===== src/rtl/tmv_pkg.sv =====
// Shared types and constants for the TMR channel monitor.
// Tracker state encoding, default persistence threshold and run-counter width.
package tmv_pkg;

  typedef enum logic [1:0] {
    CH_OK      = 2'd0,
    CH_SUSPECT = 2'd1,
    CH_FAILED  = 2'd2
  } ch_state_t;

  localparam int DEFAULT_PERSIST = 4;
  localparam int RUN_W           = 4;

endpackage


===== src/rtl/tmv_channel_tracker.sv =====
// Per-channel miscompare tracker: consecutive-miscompare run, saturating error count,
// and the OK/SUSPECT/FAILED state that drives the channel's voter enable.
module tmv_channel_tracker
  import tmv_pkg::*;
#(
  parameter int PERSIST = DEFAULT_PERSIST,
  parameter int CNT_W   = 8
) (
  input  logic             clk,
  input  logic             reset,
  input  logic             sample_valid,
  input  logic             mis,
  input  logic             clear,
  input  logic             grant,
  output logic             reach_persist,
  output logic             failed,
  output logic [CNT_W-1:0] err_cnt
);

  localparam logic [RUN_W-1:0] PERSIST_RUN = RUN_W'(PERSIST);

  ch_state_t        state, state_next;
  logic [RUN_W-1:0] run, run_next, run_inc;
  logic [CNT_W-1:0] err_next;

  assign run_inc       = run + RUN_W'(1);
  assign reach_persist = sample_valid && mis && (state != CH_FAILED) && (run_inc == PERSIST_RUN);
  assign failed        = (state == CH_FAILED);

  // A tracker that reaches the threshold without the grant falls back to OK so that
  // only one channel is ever dropped from the vote.
  always_comb begin
    state_next = state;
    run_next   = run;
    err_next   = err_cnt;
    if (clear) begin
      state_next = CH_OK;
      run_next   = '0;
    end else if (sample_valid && (state != CH_FAILED)) begin
      if (mis) begin
        if (err_cnt != '1) err_next = err_cnt + CNT_W'(1);
        if (reach_persist) begin
          if (grant) begin
            state_next = CH_FAILED;
            run_next   = run_inc;
          end else begin
            state_next = CH_OK;
            run_next   = '0;
          end
        end else begin
          state_next = CH_SUSPECT;
          run_next   = run_inc;
        end
      end else begin
        state_next = CH_OK;
        run_next   = '0;
      end
    end
  end

  always_ff @(posedge clk) begin
    if (reset) begin
      state   <= CH_OK;
      run     <= '0;
      err_cnt <= '0;
    end else begin
      state   <= state_next;
      run     <= run_next;
      err_cnt <= err_next;
    end
  end

endmodule


===== src/rtl/tmv_channel_monitor.sv =====
// Supervisor for a TMR voter: majority check, per-channel failure tracking with
// lowest-index arbitration, and degraded two-channel monitoring once a channel drops.
module tmv_channel_monitor
  import tmv_pkg::*;
#(
  parameter int WIDTH   = 1,
  parameter int PERSIST = DEFAULT_PERSIST,
  parameter int CNT_W   = 8
) (
  input  logic             clk,
  input  logic             reset,
  input  logic             sample,
  input  logic [WIDTH-1:0] a1,
  input  logic [WIDTH-1:0] a2,
  input  logic [WIDTH-1:0] a3,
  input  logic             clear_fail,
  output logic             en1,
  output logic             en2,
  output logic             en3,
  output logic [2:0]       fail,
  output logic [WIDTH-1:0] voted,
  output logic             miscompare,
  output logic             no_majority,
  output logic [CNT_W-1:0] err_cnt1,
  output logic [CNT_W-1:0] err_cnt2,
  output logic [CNT_W-1:0] err_cnt3
);

  logic [WIDTH-1:0] maj, pair_and;
  logic [2:0]       mis, req, grant, failed;
  logic             three_mode, track_valid, pair_differ;

  assign maj         = (a1 & a2) | (a1 & a3) | (a2 & a3);
  assign mis         = {a3 != maj, a2 != maj, a1 != maj};
  assign three_mode  = ~|failed;
  assign track_valid = sample && three_mode;
  assign grant       = {req[2] & ~req[1] & ~req[0], req[1] & ~req[0], req[0]};

  assign en1  = ~failed[0];
  assign en2  = ~failed[1];
  assign en3  = ~failed[2];
  assign fail = failed;

  tmv_channel_tracker #(.PERSIST(PERSIST), .CNT_W(CNT_W)) u_trk1 (
    .clk(clk), .reset(reset), .sample_valid(track_valid), .mis(mis[0]), .clear(clear_fail),
    .grant(grant[0]), .reach_persist(req[0]), .failed(failed[0]), .err_cnt(err_cnt1));
  tmv_channel_tracker #(.PERSIST(PERSIST), .CNT_W(CNT_W)) u_trk2 (
    .clk(clk), .reset(reset), .sample_valid(track_valid), .mis(mis[1]), .clear(clear_fail),
    .grant(grant[1]), .reach_persist(req[1]), .failed(failed[1]), .err_cnt(err_cnt2));
  tmv_channel_tracker #(.PERSIST(PERSIST), .CNT_W(CNT_W)) u_trk3 (
    .clk(clk), .reset(reset), .sample_valid(track_valid), .mis(mis[2]), .clear(clear_fail),
    .grant(grant[2]), .reach_persist(req[2]), .failed(failed[2]), .err_cnt(err_cnt3));

  // With one enable low the voter degenerates to an AND of the remaining pair.
  always_comb begin
    pair_and    = '1;
    pair_differ = 1'b0;
    if (failed[0]) begin
      pair_and    = a2 & a3;
      pair_differ = (a2 != a3);
    end else if (failed[1]) begin
      pair_and    = a1 & a3;
      pair_differ = (a1 != a3);
    end else if (failed[2]) begin
      pair_and    = a1 & a2;
      pair_differ = (a1 != a2);
    end
  end

  always_ff @(posedge clk) begin
    if (reset) begin
      voted       <= '0;
      miscompare  <= 1'b0;
      no_majority <= 1'b0;
    end else begin
      if (sample) begin
        voted      <= three_mode ? maj : pair_and;
        miscompare <= three_mode ? (|mis) : pair_differ;
      end
      if (clear_fail)
        no_majority <= 1'b0;
      else if (sample && !three_mode && pair_differ)
        no_majority <= 1'b1;
    end
  end

endmodule


===== config.mk =====
export PLATFORM = sky130hd
export DESIGN_NAME = tmv_channel_monitor
export DESIGN_NICKNAME = d
export VERILOG_FILES = /design/src/rtl/tmv_pkg.sv /design/src/rtl/tmv_channel_tracker.sv /design/src/rtl/tmv_channel_monitor.sv
export SDC_FILE = /design/constraint.sdc
export NUM_CORES = 1
export LEC_CHECK = 0
export BUFFER_PORTS_ARGS = -buffer_cell sky130_fd_sc_hd__clkbuf_2
export CORE_MARGIN = 4
export CORE_UTILIZATION = 40
export CTS_CLUSTER_SIZE = 28
export DETAILED_ROUTE_END_ITERATION = 6
export PLACE_DENSITY = 0.72
export SKIP_CTS_REPAIR_TIMING = 1
export SLEW_MARGIN = 20
export SYNTH_ARGS = -nofsm -noshare
export SYNTH_HDL_FRONTEND = slang
export SYNTH_SLANG_ARGS = --single-unit

===== constraint.sdc =====
create_clock -name clk -period 5.1 [get_ports clk]
set_input_delay 1.02 -clock clk [delete_from_list [all_inputs] [get_ports clk]]
set_output_delay 1.02 -clock clk [all_outputs]
set_load 0.005 [all_outputs]

==> results.md, run 1 <==
* Run status: completed
* Tot Pwr at 0.713 mW
* Register bit count reported by yosys at 45
* IR drop worst, VDD at 118 uV
* Setup TNS at 0 ns
* Worst hold slack at 0.451 ns
* Final ANT Viol Nets at 0
* Vias per inst at 5.73
* Seq. cell area at 901 um2
* Final HPWL DP at 4.13 mm
* Worst-skew pair later-pin latency at 0.30 ns
* Hold Path Class: flop to flop
* Final core utilization at 0.471
* Worst r2r src: u_trk2.state[0]
* Area growth syn-to-layout at 11.5%
* Area contributors post-synth: dfxtp_1 35%, a21oi_1 5.8%, mux2_2 5.3%
* Mapped cell area at 2570 um2
* Die Y at 88.2 um
* Full die area at 7780 um2
* Worst Tran Pin Value at 0.794 ns
* Largest net degree at the start of global routing at 42
* Final Hold Viols at 0
* Vias at 2351
* Dpl cells at 402
* Final nets at 350
* Placed Area at 2750 um2
* Main flop type after synthesis: dfxtp_1
* Unique masters post-synth at 50
* Final cell count without fillers at 410
* Critical path, cell by cell: clkbuf_2 > ha_1 > o31a_2 > a21o_1 > nor4b_1 > mux2_2
* CTS tree: built
* Synthesized net count at 326
* Vias in the first global route at 2177
* Share of the synthesized area in the top cell type at 0.350
* Peak Freq at 372 MHz
* Crit path from: a1
* Routability cong. at 0.886
* Final WS setup at 2.41 ns
* Leakage at 1.10 nW
* Die extent in x at 88.2 um
* WP data arrival at 2.88 ns
* Max FO, Critical Path at 8
* Initial antenna violation count at 0
* CTS Root Buffer Type: clkbuf_8
* Clock sink count at 45
* Initial Utilization at 0.422
* Synth Instances at 310
* Overflow after GRT at 0
* Wire length per cell at 14.0 um
* Pins Over Slew Limit at 0
* Synth Area per Inst at 8.30 um2
* Total CTS buffers at 5
* Slew headroom at 0.471
* Asr flop ratio synth at 0
* Crit path largest cell delay at 0.40 ns
* Pwr dens at 249 nW/um2
* CP Data Required Time at 5.29 ns
* Layout cells sized above 1 at 0.197
* CTS Buffer Depth at 2
* Core ar. at 6100 um2
* First-pass GRT wire length at 10.2 mm
* Slowest-stage cell, CP: o31a_2
* Seq/Total Area, Yosys at 0.350
* Tot GR Track Use at 0.161
* Ports at 40
* Initial DRC count at 123
* CP Launch Type: primary input
* Remaining DRCs at 0
* Cell area after layout at 2870 um2
* Fillcell total at 624
* Synth Warn # at 0
* Max-Cap Viols at 0
* CP Capture Type: flop
* Floorplan row count at 28
* Kind of critical path: primary input to flop
* Final Critical Period at 2.69 ns
* Min-delay src: u_trk1.state[0]
* Top post-synthesis cells by count: 45 x dfxtp_1, 30 x a21oi_1, 26 x nand3_1
* Final Skew at 0.00381 ns
* Clock transition at the registers of the reported paths at 0.08 ns
* RSZ-0062 raised after global routing: no
* Final worst-path cycle share at 0.527
* Antenna fix cells at 0
* Final setup violation count at 0
* Multi-input gate area at 1540 um2
* DP Worst Slack at 2.10 ns
* Top-count cell post-synth: dfxtp_1
* Post-Route WL at 5.75 mm
* H-tree level count at 2
* Yosys top cell by area: dfxtp_1
* Post-synth EDFFs at 0
* IO buf count at 39
* DR pass1 iterations at 4
[report_power, final]
group,total (mW),switching [mW],internal (mW)
sequential,0.361,0.00478,0.357
combinational,0.0714,0.0482,0.0232
clock,0.280,0.120,0.160
total,0.713,0.173,0.540
[kinds of logic (layout without fill, tap and decap cells)]
logic type / count (synthesis) / in the layout / synth area share
AO/OA/AOI/OAI: 70 / 70 / 0.182
adder cells (fa/ha/maj): 9 / 9 / 0.0438
buffers and inverters: 28 / 53 / 0.0530
flip-flops: 45 / 45 / 0.350
multiplexers: 12 / 12 / 0.0525
AND/OR/NAND/NOR: 146 / 146 / 0.319
[metal layers]
metal | up-vias | wire length (um) | global-route usage
met5 | - | 0 | 0
met4 | 0 | 64 | 0.0453
met3 | 7 | 248 | 0.0363
met2 | 45 | 2600 | 0.254
met1 | 1093 | 2840 | 0.223
li1 | 1206 | - | -
[critical path: cells and delay by family]
family / cells / cell delay, ns
AO/OA/AOI/OAI: 2 / 0.66
AND/OR/NAND/NOR: 1 / 0.35
adder cells (fa/ha/maj): 1 / 0.34
multiplexers: 1 / 0.37
buffers and inverters: 1 / 0.15
[final timing paths]
path                                          end  slack, ns  depth (start not counted)
worst min register to register    u_trk1.state[0]       0.45                          2
worst max register to register    u_trk3.state[1]       2.91                          4
worst max-delay path            u_trk3.err_cnt[2]       2.41                          6
worst min-delay path              u_trk1.state[0]       0.45                          2
[registers in the layout, indices dropped and copies added (netlist names)]
register / cells
u_trk2.err_cnt: 8
u_trk1.run: 4
u_trk3.err_cnt: 8
u_trk2.state: 2
u_trk1.err_cnt: 8
u_trk2.run: 4
u_trk3.state: 2
u_trk1.state: 2
miscompare: 1
no_majority: 1
voted: 1
u_trk3.run: 4
[area by class of cell]
type | instances | area share
flip-flops and latches | 45 | 0.314
multi-input cells | 237 | 0.536
repair buffers | 40 | 0.0706
clock buffers | 7 | 0.0301
well taps | 75 | 0.0327
clock inverters | 1 | 0.0105
inverters | 5 | 0.00654
[cells in the final DEF (no fill, tap or decap), types with 3 or more instances in the layout]
master	netlist	final
o41ai_1	3	3
nand2_1	21	21
inv_1	5	5
clkbuf_8	0	6
or4_1	11	11
a21oi_1	30	30
and3_1	7	7
o21ai_0	5	5
nand4_1	5	5
mux2_2	12	12
nor3_1	6	6
clkbuf_2	0	39
nor4b_1	3	3
dfxtp_1	45	45
nor4_1	9	9
ha_1	9	9
nor2b_1	15	15
a21o_1	3	3
nand2b_1	6	6
nor2_1	21	21
nand4b_1	3	3
nand3_1	26	26
o31ai_1	11	11
Note: power is estimated with default switching activity, not from simulation.
==> run 2: changes to the inputs <==
Settings changed: ABC_AREA set to 1.
Clock period 5.1 ns to 2.8 ns, I/O delays scaled along.
==> run 2 against run 1 <==
  * Global-route usage decreased by 1.9 points
  * Combinational power is 68% higher
  * Cell area down 2.4%
  * Power grew 66%
  * Cell count increased by 9.3%
  * Worst hold slack improved by 0.00096 ns
  * Synthesized cell count rose by 8.1%
==> results.md, run 2 <==
* Synthesized net count at 351 (was 326)
* Die extent in x at 86.6 um (was 88.2 um)
* Synth Instances at 335 (was 310)
* Comb pwr share at 0.101 (was 0.100)
* Seq/Total Area, Yosys at 0.365 (was 0.350)
* Top post-synthesis cells by count: 87 x nand2_1, 45 x dfxtp_1, 39 x a21oi_1 (was 45 x dfxtp_1, 30 x a21oi_1, 26 x nand3_1)
* Final HPWL DP at 3.83 mm (was 4.13 mm)
* Ports at 40 (unchanged)
* Area contributors post-synth: dfxtp_1 36%, nand2_1 13%, a21oi_1 7.9% (was dfxtp_1 35%, a21oi_1 5.8%, mux2_2 5.3%)
* Full die area at 7500 um2 (was 7780 um2)
* Fillcell total at 597 (was 624)
* Pins Over Slew Limit at 0 (unchanged)
* Total CTS buffers at 5 (unchanged)
* Floorplan row count at 28 (unchanged)
* Final Critical Period at 1.88 ns
* Worst-skew pair later-pin latency at 0.29 ns (was 0.30 ns)
* Crit path from: a2 (was a1)
* Remaining DRCs at 0 (unchanged)
* Worst r2r src: u_trk2.state[0] (unchanged)
* Layout cells sized above 1 at 0.182 (was 0.197)
* Worst-case reg-to-reg path depth at 8 (was 4)
* Most frequent cells in the layout: 87 x nand2_1, 45 x dfxtp_1, 39 x a21oi_1, 39 x clkbuf_2, 32 x nand3_1 (was 45 x dfxtp_1, 39 x clkbuf_2, 30 x a21oi_1)
* Hold Path Class: flop to flop (unchanged)
* Yosys top cell by area: dfxtp_1 (unchanged)
* Routability cong. at 0.850 (was 0.886)
* CTS tree: built (unchanged)
* Tot GR Track Use at 0.143 (was 0.161)
* Seq. cell area at 901 um2 (unchanged)
* Multi-input gate area at 1400 um2 (was 1540 um2)
* Mapped cell area at 2470 um2 (was 2570 um2)
* Largest net degree at the start of global routing at 24 (was 42)
* Final nets at 389 (was 350)
* Kind of critical path: primary input to flop (unchanged)
* WP data arrival at 2.11 ns (was 2.88 ns)
* First-pass GRT wire length at 8.74 mm (was 10.2 mm)
* Vias at 2208 (was 2351)
* Min-delay src: no_majority (was u_trk1.state[0])
* Synth Warn # at 0 (unchanged)
* Final Skew at 0.00270 ns (was 0.00381 ns)
* Final setup violation count at 0 (unchanged)
* Unique masters post-synth at 34 (was 50)
* CTS Buffer Depth at 2 (unchanged)
* Top-count cell post-synth: nand2_1 (was dfxtp_1)
* RSZ-0062 raised after global routing: no (unchanged)
* Synth Area per Inst at 7.38 um2 (was 8.30 um2)
* Clk pwr share at 0.341 (was 0.393)
* Worst Hold Path Cells at 2 (unchanged)
* Initial DRC count at 134 (was 123)
* Biggest regs: u_trk1.err_cnt x8, u_trk2.err_cnt x8, u_trk3.err_cnt x8 (unchanged)
* Clock sink count at 45 (unchanged)
* Max-Cap Viols at 0 (unchanged)
* Net Switching at 0.298 mW (was 0.173 mW)
* Final worst-path cycle share at 0.671
* CP Data Required Time at 3.03 ns (was 5.29 ns)
* Main flop type after synthesis: dfxtp_1 (unchanged)
* Vias in the first global route at 1969 (was 2177)
* Wire length per cell at 11.4 um (was 14.0 um)
* Leakage at 1.24 nW (was 1.10 nW)
* CP Launch Type: primary input (unchanged)
* Final core utilization at 0.470 (was 0.471)
* CTS Root Buffer Type: clkbuf_8 (unchanged)
* Final Hold Viols at 0 (unchanged)
* Run status: completed (unchanged)
* Core ar. at 5960 um2 (was 6100 um2)
* IR drop worst, VDD at 278 uV (was 118 uV)
* Die Y at 86.6 um (was 88.2 um)
* Pwr dens at 422 nW/um2 (was 249 nW/um2)
* Post-synth EDFFs at 0 (unchanged)
* Register bit count reported by yosys at 45 (unchanged)
* Share of the synthesized area in the top cell type at 0.365 (was 0.350)
* Vias per inst at 4.93 (was 5.73)
* IO buf count at 39 (unchanged)
* Clock transition at the registers of the reported paths at 0.08 ns (about the same)
* Peak Freq at 532 MHz
* Post-Route WL at 5.09 mm (was 5.75 mm)
* H-tree level count at 2 (unchanged)
* Area growth syn-to-layout at 13.4% (was 11.5%)
* Slew headroom at 0.651 (was 0.471)
* DR pass1 iterations at 4 (unchanged)
* Final ANT Viol Nets at 0 (unchanged)
* Sw Ratio at 0.252 (was 0.243)
* Initial antenna violation count at 0 (unchanged)
* Worst Tran Pin Value at 0.521 ns (was 0.794 ns)
* Overflow after GRT at 0 (unchanged)
* Setup TNS at 0 ns (unchanged)
* Asr flop ratio synth at 0 (unchanged)
* Internal power at 0.883 mW (was 0.540 mW)
* Sequential share of power at 0.557 (was 0.507)
* Max FO, Critical Path at 12 (was 8)
* CP Capture Type: flop (unchanged)
* Antenna fix cells at 0 (unchanged)
* Initial Utilization at 0.415 (was 0.422)
* Commonest non-fill, non-tap cell in the layout: nand2_1 (was dfxtp_1)
-- run 2: kinds of logic (layout without fill, tap and decap cells) --
group           count (synthesis)  in the layout  share of synthesized area
simple gates                  169            169                      0.329
xor+xnor                       22             22                     0.0780
buf+inv                        39             77                     0.0699
flops                          45             45                      0.365
compound gates                 51             51                      0.113
fa+ha+maj                       9              9                     0.0456
-- run 2: metrics by stage --
| stage | hold slack [ns] | worst slack (ns) | cell area, um2 | std cells | total power, mW |
|---|---|---|---|---|---|
| 4_1_cts | 0.456 | 0.939 | 2800 | 448 | 1.19 |
| 5_1_grt | 0.488 | 0.768 | 2800 | 448 | 1.24 |
| 6_report | 0.452 | 0.920 | 2800 | 448 | 1.18 |
| 2_1_floorplan | 0.445 | 1.01 | 2470 | 335 | 0.759 |
| 3_3_place_gp | 0.441 | 0.667 | 2710 | 441 | 0.791 |
| 3_5_place_dp | 0.443 | 0.616 | 2710 | 441 | 0.794 |
-- run 2: per-layer routing --
layer  track usage  routed length [um]  vias up
li1              -                   -     1167
met1         0.182                2340      998
met2         0.242                2480       38
met3        0.0314                 217        5
met4        0.0397                  51        0
met5             0                   0        -
-- run 2: critical path: stages --
cell and delay, ns:
clkbuf_2 0.13, ha_1 0.25, nor2_4 0.17, nand2_4 0.09, nand2_2 0.07, nand2_2 0.06
nor2_4 0.22, nand2_2 0.20, inv_1 0.19, nand2_1 0.08, a21oi_1 0.11
-- run 2: final timing paths --
check | end | slack, ns
worst max register to register | u_trk2.err_cnt[2] | 1.04
worst min register to register | no_majority | 0.45
worst min-delay path | no_majority | 0.45
worst max-delay path | u_trk2.err_cnt[2] | 0.92
-- run 2: final cells by class --
cell class | instances | share of cell area
multi-input combinational | 251 | 0.499
sequential | 45 | 0.322
timing repair buffer | 41 | 0.0750
inverter | 29 | 0.0389
tap | 75 | 0.0335
clock buffer | 6 | 0.0295
clock inverter | 1 | 0.00268
-- run 2: power groups by stage --
stage               combinational [mW]  clock (mW)  sequential (mW)
floorplan                       0.0870           0            0.672
global placement                 0.118           0            0.673
detailed placement               0.120           0            0.673
CTS                              0.121       0.416            0.658
global route                     0.136       0.449            0.660
finish                           0.120       0.403            0.658
==> run 3: changes to the inputs <==
Settings changed: PLACE_DENSITY 0.72 to 0.74.
Clock period 2.8 ns to 1.7 ns, I/O delays scaled along.
==> run 3 against run 2 <==
  * Clock power is 56% higher
  * Die area stayed put
  * Count of clock-buffer cells in the layout stayed put
  * Sequential share of layout area is 1.3 points lower
  * Critical path type is now flop to flop
  * Highest routed layer unchanged
==> results.md, run 3 (synthesis results as in run 2) <==
* Die Y at 86.6 um (unchanged)
* Final Skew at 0.00721 ns (was 0.00270 ns)
* Vias per inst at 4.91 (was 4.93)
* Clk pwr share at 0.323 (was 0.341)
* Initial antenna violation count at 0 (unchanged)
* Overflow after GRT at 0 (unchanged)
* Pwr dens at 666 nW/um2 (was 422 nW/um2)
* Biggest regs: u_trk1.err_cnt x8, u_trk2.err_cnt x8, u_trk3.err_cnt x8 (unchanged)
* Worst-skew pair later-pin latency at 0.29 ns (about the same)
* CP Capture Type: flop (unchanged)
* Run status: completed (unchanged)
* DR pass1 iterations at 4 (unchanged)
* Tot Pwr at 1.95 mW (was 1.18 mW)
* Placed Area at 2810 um2 (was 2710 um2)
* Antenna fix cells at 0 (unchanged)
* CP Data Required Time at 1.92 ns (was 3.03 ns)
* Clock sink count at 45 (unchanged)
* Vias at 2280 (was 2208)
* Total CTS buffers at 5 (unchanged)
* Dpl cells at 454 (was 441)
* Peak Freq at 652 MHz
* Area growth syn-to-layout at 18.2% (was 13.4%)
* Final nets at 404 (was 389)
* Initial DRC count at 141 (was 134)
* CTS tree: built (unchanged)
* Final Hold Viols at 0 (unchanged)
* Hold Path Class: primary input to flop (was flop to flop)
* CTS Buffer Depth at 2 (unchanged)
* Final cell count without fillers at 464 (was 448)
* Comb pwr share at 0.121 (was 0.101)
* Wire length per cell at 11.3 um (was 11.4 um)
* Core ar. at 5960 um2 (unchanged)
* Largest net degree at the start of global routing at 24 (unchanged)
* Most frequent cells in the layout: 85 x nand2_1, 45 x dfxtp_1, 39 x a21oi_1, 39 x clkbuf_2, 32 x nand3_1 (was 87 x nand2_1, 45 x dfxtp_1, 39 x a21oi_1, 39 x clkbuf_2, 32 x nand3_1)
* Final HPWL DP at 3.96 mm (was 3.83 mm)
* Layout cells sized above 1 at 0.219 (was 0.182)
* Die extent in x at 86.6 um (unchanged)
* Remaining DRCs at 0 (unchanged)
* GRT met1 Usage at 0.187 (was 0.182)
* Max-Cap Viols at 0 (unchanged)
* WP data arrival at 1.75 ns (was 2.11 ns)
* Full die area at 7500 um2 (unchanged)
* Final core utilization at 0.491 (was 0.470)
* Sw Ratio at 0.257 (was 0.252)
* GRT busiest layer: met2 (unchanged)
* First-pass GRT wire length at 8.91 mm (was 8.74 mm)
* Commonest non-fill, non-tap cell in the layout: nand2_1 (unchanged)
* Final setup violation count at 0 (unchanged)
* Leakage at 1.32 nW (was 1.24 nW)
* Initial Utilization at 0.415 (unchanged)
* Tot GR Track Use at 0.143 (about the same)
* Clock transition at the registers of the reported paths at 0.08 ns (about the same)
* Sequential share of power at 0.557 (about the same)
* RSZ-0062 raised after global routing: no (unchanged)
* Floorplan row count at 28 (unchanged)
* Pins Over Slew Limit at 0 (unchanged)
* CTS Root Buffer Type: clkbuf_8 (unchanged)
* H-tree level count at 2 (unchanged)
* Cell area after layout at 2920 um2 (was 2800 um2)
* Final worst-path cycle share at 0.902
* Final ANT Viol Nets at 0 (unchanged)
* Net Switching at 0.499 mW (was 0.298 mW)
* IR drop worst, VDD at 339 uV (was 278 uV)
* Global Route met2 Usage at 0.245 (was 0.242)
* IO buf count at 39 (unchanged)
* Ports at 40 (unchanged)
* Vias in the first global route at 2033 (was 1969)
* Final Critical Period at 1.53 ns
* Post-Route WL at 5.25 mm (was 5.09 mm)
* Routability cong. at 0.899 (was 0.850)
* Global Route met3 Usage at 0.0228 (was 0.0314)
* Kind of critical path: flop to flop (was primary input to flop)
* Slew headroom at 0.825 (was 0.651)
* CP Launch Type: flop (was primary input)
* Worst Tran Pin Value at 0.262 ns (was 0.521 ns)
* Internal power at 1.45 mW (was 0.883 mW)
* Max FO, Critical Path at 9 (was 12)
[run 3: cell types whose count changed in the layout (fill, tap and decap cells not counted)]
| cell | delta |
|---|---|
| buf_4 | +15 |
| clkbuf_1 | +1 |
| clkbuf_8 | -1 |
| clkinv_2 | +2 |
| clkinvlp_4 | -1 |
| nand2_1 | -2 |
| nand2_2 | +2 |
| nor2_2 | -2 |
| nor2_4 | +2 |
[run 3: path summary, 6_finish.rpt]
kind                                   startpoint           endpoint  slack (ns)  cells past startpoint
worst min-delay path                        reset      u_trk2.run[1]        0.41                      4
worst max-delay path            u_trk1.err_cnt[0]  u_trk1.err_cnt[1]        0.17                      7
worst max register to register  u_trk1.err_cnt[0]  u_trk1.err_cnt[1]        0.17                      7
worst min register to register    u_trk1.state[0]    u_trk1.state[0]        0.47                      2
[run 3: final cells by class]
| cell class | instances | area [um2] |
|---|---|---|
| well taps | 75 | 93.8 |
| fillers | 595 | 3030 |
| clock buffers | 6 | 72.6 |
| inverters | 29 | 109 |
| multi-input cells | 251 | 1410 |
| flip-flops and latches | 45 | 901 |
| repair buffers | 56 | 323 |
| clock inverters | 2 | 10.0 |
[run 3: power by group through the flow]
stage / registers (mW) / logic (mW) / clock network (mW)
3_3_place_gp: 1.11 / 0.226 / 0
3_5_place_dp: 1.11 / 0.228 / 0
5_1_grt: 1.09 / 0.262 / 0.693
2_1_floorplan: 1.11 / 0.143 / 0
6_report: 1.08 / 0.235 / 0.628
4_1_cts: 1.08 / 0.228 / 0.646
[run 3: critical path, stage by stage, from the launching register on]
cell and delay (ns):
dfxtp_1 0.40, ha_1 0.23, nand4_1 0.15, nor2_1 0.21, nor2_4 0.09, nand2_2 0.16, nand2_1 0.08, a21oi_1 0.14
[run 3: routing by layer]
layer,wire length [um],part of all wire
met5,0,0
met4,46,0.0088
met3,171,0.033
met2,2600,0.50
met1,2430,0.46
[run 3: per-stage QoR]
| step | TNS (ns) | hold WS, ns | worst slack [ns] |
|---|---|---|---|
| after global routing | 0 | 0.427 | 0.00400 |
| after global placement | -0.296 | 0.440 | -0.0598 |
| after detailed placement | -1.21 | 0.458 | -0.102 |
| after CTS | 0 | 0.418 | 0.0188 |
| after floorplan | 0 | 0.409 | 0.133 |
| final | 0 | 0.412 | 0.167 |
